`config.mk`:
```
export PLATFORM = sky130hd
export DESIGN_NAME = if_id_buffer
export DESIGN_NICKNAME = d
export VERILOG_FILES = /design/src/rtl/if_id_buffer_pkg.sv /design/src/rtl/if_id_buffer_pc_gen.sv /design/src/rtl/if_id_buffer.sv
export SDC_FILE = /design/constraint.sdc
export NUM_CORES = 1
export LEC_CHECK = 0
export ABC_CLOCK_PERIOD_IN_PS = 6100
export BUFFER_PORTS_ARGS = -buffer_cell sky130_fd_sc_hd__buf_2
export CAP_MARGIN = 20
export CORE_MARGIN = 1
export CORE_UTILIZATION = 30
export DETAILED_ROUTE_END_ITERATION = 12
export PLACE_DENSITY_LB_ADDON = 0.08
export SYNTH_ARGS = -nofsm -noshare
export SYNTH_HDL_FRONTEND = slang
export SYNTH_SLANG_ARGS = --single-unit
```
`constraint.sdc`:
```
create_clock -name clk -period 6.1 [get_ports clk]
set_clock_uncertainty 0.2 [all_clocks]
set_input_delay 0.915 -clock clk [delete_from_list [all_inputs] [get_ports clk]]
set_output_delay 0.915 -clock clk [all_outputs]
set_load 0.1 [all_outputs]
```
`src/rtl/if_id_buffer_pkg.sv`:
```
// Shared types and constants for the IF/ID skid buffer.
// The state encoding, default fetch base address and NOP word live here.
package if_id_buffer_pkg;

  localparam int          INS_W           = 32;
  localparam int          ADDR_W          = 10;
  localparam logic [31:0] PC_BASE_DEFAULT = 32'h0000_3000;
  localparam logic [31:0] NOP_INS         = 32'h0000_0000;
  localparam logic [31:0] PC_STEP         = 32'h0000_0004;

  typedef enum logic [1:0] {
    ST_EMPTY = 2'd0,
    ST_ONE   = 2'd1,
    ST_FULL  = 2'd2
  } ifid_state_t;

  // Word address to byte PC; the add wraps modulo 2^32 by construction.
  function automatic logic [31:0] word_to_byte_pc(input logic [31:0] base,
                                                  input logic [ADDR_W-1:0] addr);
    word_to_byte_pc = base + {20'b0, addr, 2'b00};
  endfunction

endpackage

```
`src/rtl/if_id_buffer_pc_gen.sv`:
```
// ifid_pc_gen: turns the 10-bit instruction word address into the byte PC
// and the PC of the following instruction.
module ifid_pc_gen
  import if_id_buffer_pkg::*;
#(
  parameter logic [31:0] PC_BASE = PC_BASE_DEFAULT
) (
  input  logic [ADDR_W-1:0] addr,
  output logic [31:0]       pc,
  output logic [31:0]       pc4
);

  assign pc  = word_to_byte_pc(PC_BASE, addr);
  assign pc4 = pc + PC_STEP;

endmodule

```
`src/rtl/if_id_buffer.sv`:
```
// if_id_buffer: 2-entry in-order FIFO between fetch and decode.
// Optional macro IFID_PERF_CNT_EN adds the saturating bubble_cnt port.
module if_id_buffer
  import if_id_buffer_pkg::*;
#(
  parameter logic [31:0] PC_BASE = PC_BASE_DEFAULT,
  parameter int          CNT_W   = 16
) (
  input  logic              clk,
  input  logic              rst_pc,
  input  logic              flush,
  input  logic              in_valid,
  output logic              in_ready,
  input  logic [INS_W-1:0]  in_ins,
  input  logic [ADDR_W-1:0] in_addr,
  output logic              out_valid,
  input  logic              out_ready,
  output logic [INS_W-1:0]  out_ins,
  output logic [31:0]       out_pc,
  output logic [31:0]       out_pc4
`ifdef IFID_PERF_CNT_EN
  ,
  output logic [CNT_W-1:0]  bubble_cnt
`endif
);

  ifid_state_t       state_r;
  ifid_state_t       state_nxt;
  logic              push;
  logic              pop;

  logic [INS_W-1:0]  head_ins_r;
  logic [ADDR_W-1:0] head_addr_r;
  logic [INS_W-1:0]  tail_ins_r;
  logic [ADDR_W-1:0] tail_addr_r;
  logic [ADDR_W-1:0] last_addr_r;

  logic [INS_W-1:0]  head_ins_nxt;
  logic [ADDR_W-1:0] head_addr_nxt;
  logic [INS_W-1:0]  tail_ins_nxt;
  logic [ADDR_W-1:0] tail_addr_nxt;
  logic [ADDR_W-1:0] last_addr_nxt;
  logic [ADDR_W-1:0] pc_addr;

  assign push = in_valid & in_ready;
  assign pop  = out_valid & out_ready;

  // State register; reset empties the buffer without waiting for clk.
  always_ff @(posedge clk or posedge rst_pc) begin
    if (rst_pc) begin
      state_r <= ST_EMPTY;
    end else begin
      state_r <= state_nxt;
    end
  end

  // Next-state logic; flush overrides every other transition.
  always_comb begin
    state_nxt = state_r;
    case (state_r)
      ST_EMPTY: begin
        if (push) state_nxt = ST_ONE;
        else      state_nxt = ST_EMPTY;
      end
      ST_ONE: begin
        if (push && !pop)      state_nxt = ST_FULL;
        else if (!push && pop) state_nxt = ST_EMPTY;
        else                   state_nxt = ST_ONE;
      end
      ST_FULL: begin
        if (pop) state_nxt = ST_ONE;
        else     state_nxt = ST_FULL;
      end
      default: state_nxt = ST_EMPTY;
    endcase
    if (flush) state_nxt = ST_EMPTY;
    else       state_nxt = state_nxt;
  end

  // Handshake outputs decode the registered state only.
  always_comb begin
    in_ready  = 1'b1;
    out_valid = 1'b0;
    case (state_r)
      ST_EMPTY: begin
        in_ready  = 1'b1;
        out_valid = 1'b0;
      end
      ST_ONE: begin
        in_ready  = 1'b1;
        out_valid = 1'b1;
      end
      ST_FULL: begin
        in_ready  = 1'b0;
        out_valid = 1'b1;
      end
      default: begin
        in_ready  = 1'b1;
        out_valid = 1'b0;
      end
    endcase
  end

  // Entry movement: head is what decode sees, tail only fills in FULL.
  always_comb begin
    head_ins_nxt  = head_ins_r;
    head_addr_nxt = head_addr_r;
    tail_ins_nxt  = tail_ins_r;
    tail_addr_nxt = tail_addr_r;
    if (pop) last_addr_nxt = head_addr_r;
    else     last_addr_nxt = last_addr_r;

    if (flush) begin
      head_ins_nxt = NOP_INS;
    end else begin
      case (state_r)
        ST_EMPTY: begin
          if (push) begin
            head_ins_nxt  = in_ins;
            head_addr_nxt = in_addr;
          end else begin
            head_ins_nxt  = NOP_INS;
          end
        end
        ST_ONE: begin
          if (push && pop) begin
            head_ins_nxt  = in_ins;
            head_addr_nxt = in_addr;
          end else if (push) begin
            tail_ins_nxt  = in_ins;
            tail_addr_nxt = in_addr;
          end else if (pop) begin
            head_ins_nxt  = NOP_INS;
          end else begin
            head_ins_nxt  = head_ins_r;
          end
        end
        ST_FULL: begin
          if (pop) begin
            head_ins_nxt  = tail_ins_r;
            head_addr_nxt = tail_addr_r;
          end else begin
            head_ins_nxt  = head_ins_r;
          end
        end
        default: head_ins_nxt = NOP_INS;
      endcase
    end
  end

  // Output-facing registers: NOP word and last popped address survive EMPTY.
  always_ff @(posedge clk or posedge rst_pc) begin
    if (rst_pc) begin
      head_ins_r  <= NOP_INS;
      last_addr_r <= {ADDR_W{1'b0}};
    end else begin
      head_ins_r  <= head_ins_nxt;
      last_addr_r <= last_addr_nxt;
    end
  end

  // Pure storage, never observed before it is written.
  always_ff @(posedge clk) begin
    head_addr_r <= head_addr_nxt;
    tail_ins_r  <= tail_ins_nxt;
    tail_addr_r <= tail_addr_nxt;
  end

  assign out_ins = head_ins_r;
  assign pc_addr = (state_r == ST_EMPTY) ? last_addr_r : head_addr_r;

  ifid_pc_gen #(
    .PC_BASE (PC_BASE)
  ) u_pc_gen (
    .addr (pc_addr),
    .pc   (out_pc),
    .pc4  (out_pc4)
  );

`ifdef IFID_PERF_CNT_EN
  // Counts cycles where decode wanted an instruction and none was there.
  always_ff @(posedge clk or posedge rst_pc) begin
    if (rst_pc) begin
      bubble_cnt <= {CNT_W{1'b0}};
    end else if (out_ready && !out_valid && (bubble_cnt != {CNT_W{1'b1}})) begin
      bubble_cnt <= bubble_cnt + {{(CNT_W-1){1'b0}}, 1'b1};
    end else begin
      bubble_cnt <= bubble_cnt;
    end
  end
`endif

endmodule

```
==> out/results.ini <==
[sta]
fin_crit_sh = 0.6369
setup_viol = 0
tightest_slew_ns = 0.9004
drv_slew = 0
clock.fmax_mhz = 257.4
min_period_ns = 3.885
rsz0062_at_grt = no
finalSetupTns_ns = 0
slew_headroom = 0.3983
hold_violations = 0

[logic_synthesis]
synth_top_area_cell = edfxtp_1
synth_xor_area_frac = 0.01142
synth.distinct_cells = 40
synth-simple-area-share = 0.03998
synth_mux_area_frac = 0.07234
ys_warn_count = 0
synth-compound-area-share = 0.1746
yosysSeqAreaShare = 0.5787
synth_area_per_cell_um2 = 14.61
ys_top_cells_by_count = 52 x edfxtp_1, 44 x dfrtp_1, 42 x buf_4
synth_area_leaders = edfxtp_1 34%, dfrtp_1 24%, a22oi_2 8.2%
syn_inst = 315
yosysTopAreaCellShare = 0.3394
synth-main-ff-cell = edfxtp_1
async_reset_ff_frac = 0.4583
synth_seq_cells = 96
synth_top_family_by_area = compound AO/OA/AOI/OAI gates
synth.most_common_cell = edfxtp_1
synth_area_um2 = 4601
synth_edf_count = 52
synth_fa_ha_area_frac = 0.01904

[finish]
multi_input_area_um2 = 1640
fin_cells = 604
nets = 469
areaGrowthSynthToFinish_pct = 18.85
utilization = 0.3706
seqCellArea_um2 = 2663
drive_gt1_frac = 0.4619
n_antenna_cell = 0
fill_cells = 1449

[power]
switching_share = 0.4810
p_int_uw = 1320
p_clk_frac = 0.241
ir_drop_uv = 229.4
power.switching_uw = 1224
p_leak_uw = 0.002282
power_frac_comb = 0.444
sequentialPowerShare = 0.315
power_density_nw_per_um2 = 465.3

[clock_network]
ctsRootBufferMaster = clkbuf_16
cts_resized = 0
cts.clk_slew.worst_paths_ns = 0.06
hold_buffers = 0
post_cts_buffers = 0
clock_tree.htree_level_count = 3
cts_buffer_depth = 2
insertion_delay_ns = 0.35
cts.sinks = 96
cts_buffers = 9
cts_tree = done

[die]
die_area_um2 = 15830
core_region_area_um2 = 14750
rows = 44
die_w_um = 125.8
fp.dieH_um = 125.8
ioPinCount = 145
start_util = 0.3118

[setup_path]
crit_arrival_ns = 2.77
cp.required_ns = 4.98
path_class = flop to output port
critPathLaunchType = flop
end_kind = output port
crit_fanout = 23

[detailed_routing]
firstDrtPassIters = 4
wl_um = 10100
route.detailed.drc = 0
via_per_inst = 4.682
post_drt_wl_per_cell_um = 16.73
drtAntennaViolNets = 0
vias = 2828
drtIter0Drc = 148

[global_routing]
grt_max_degree = 45
first_global_vias = 2925
antenna_found_initial = 1
grtUsageTotal = 0.1349
grt-ovfl-total = 0
grt_first_pass_wirelength_um = 16120

[run]
max_cap_viol_count = 0

[placement]
place_congestion = 0.7287
hpwl_um = 6546
placedCellCount = 588
io_buffers = 103

[worst_hold_path]
hp-class = flop to flop

[run_status]
status = complete, no violations

==> cells in the final DEF, fill, tap and decap left out, types with 3 or more instances in the layout <==
| master | count |
|---|---|
| a21oi_1 | 3 |
| a22oi_2 | 30 |
| buf_2 | 103 |
| buf_4 | 4 |
| clkbuf_16 | 9 |
| conb_1 | 41 |
| dfrtp_1 | 44 |
| edfxtp_1 | 52 |
| ha_1 | 6 |
| inv_1 | 8 |
| mux2_2 | 26 |
| mux2i_1 | 3 |
| nand2_1 | 5 |
| nand3_1 | 4 |
| nand4b_1 | 3 |
| nor2_1 | 3 |
| o2bb2ai_1 | 32 |
| xnor2_1 | 5 |
==> cells by family (layout without fill, tap and decap cells) <==
family,count (synthesis),after routing
other,2,41
AOI/OAI and AO/OA,77,77
buffers and inverters,69,135
xor gates and xnor gates,6,6
muxes,30,30
adders and majority gates,7,7
DFF,96,96
and+or+nand+nor,28,28
==> power groups by stage <==
stage,clock network [µW],logic (µW),registers [µW]
6_report,614,1130,800
5_1_grt,662,1170,809
4_1_cts,635,1140,800
3_5_place_dp,0,1140,813
3_3_place_gp,0,1140,811
2_1_floorplan,0,890,928
==> per-stage QoR <==
stage          area, µm²  hold slack, ns  power (µW)  setup WS [ns]
5_1_grt             5468          0.3009        2644          2.017
2_1_floorplan       4766          0.2737        1817         0.4026
4_1_cts             5468          0.2889        2575          2.181
3_3_place_gp        5122          0.2684        1948          2.613
3_5_place_dp        5142          0.2684        1952          2.565
6_report            5468          0.2836        2544          2.215
==> critical path, cell delays in order (launching register included) <==
cell,delay (ns)
dfrtp_1,0.41
inv_1,0.09
ha_1,0.14
buf_4,0.29
mux2_2,0.39
ha_1,0.24
nand4_1,0.15
nand2_1,0.08
nand2_1,0.08
xnor2_1,0.11
buf_2,0.44
==> routing by layer <==
layer,track usage,vias to the layer above,wire length (µm)
met5,0,-,13
met4,0.04819,2,107
met3,0.04630,8,652
met2,0.2092,121,4535
met1,0.1751,1387,4793
li1,-,1310,-
==> area by class of cell <==
| class | count | share of cell area |
|---|---|---|
| clock buffers | 13 | 0.04760 |
| well taps | 184 | 0.04211 |
| inverters | 11 | 0.008009 |
| repair buffers | 108 | 0.1034 |
| flip-flops and latches | 96 | 0.4870 |
| clock inverters | 3 | 0.01190 |
| multi-input cells | 189 | 0.3000 |
==> state kept, by name (all words and copies together) (netlist names) <==
register and count:
tail_ins_r 32, last_addr_r 10, state_r 2, tail_addr_r 10
out_ins 32, head_addr_r 10
==> final timing paths <==
path,end,from,cells after the start,slack (ns)
max in group asynchronous,out_ins[23],rst_pc,3,4.73
worst max-delay path,out_pc4[8],state_r[0],10,2.22
worst max register to register,out_ins[3],state_r[0],11,2.73
worst min register to register,out_ins[13],out_ins[13],1,0.28
min in group asynchronous,out_ins[27],rst_pc,2,0.43
worst min-delay path,out_ins[13],out_ins[13],1,0.28
No activity file was read; power rests on OpenSTA's default activity.
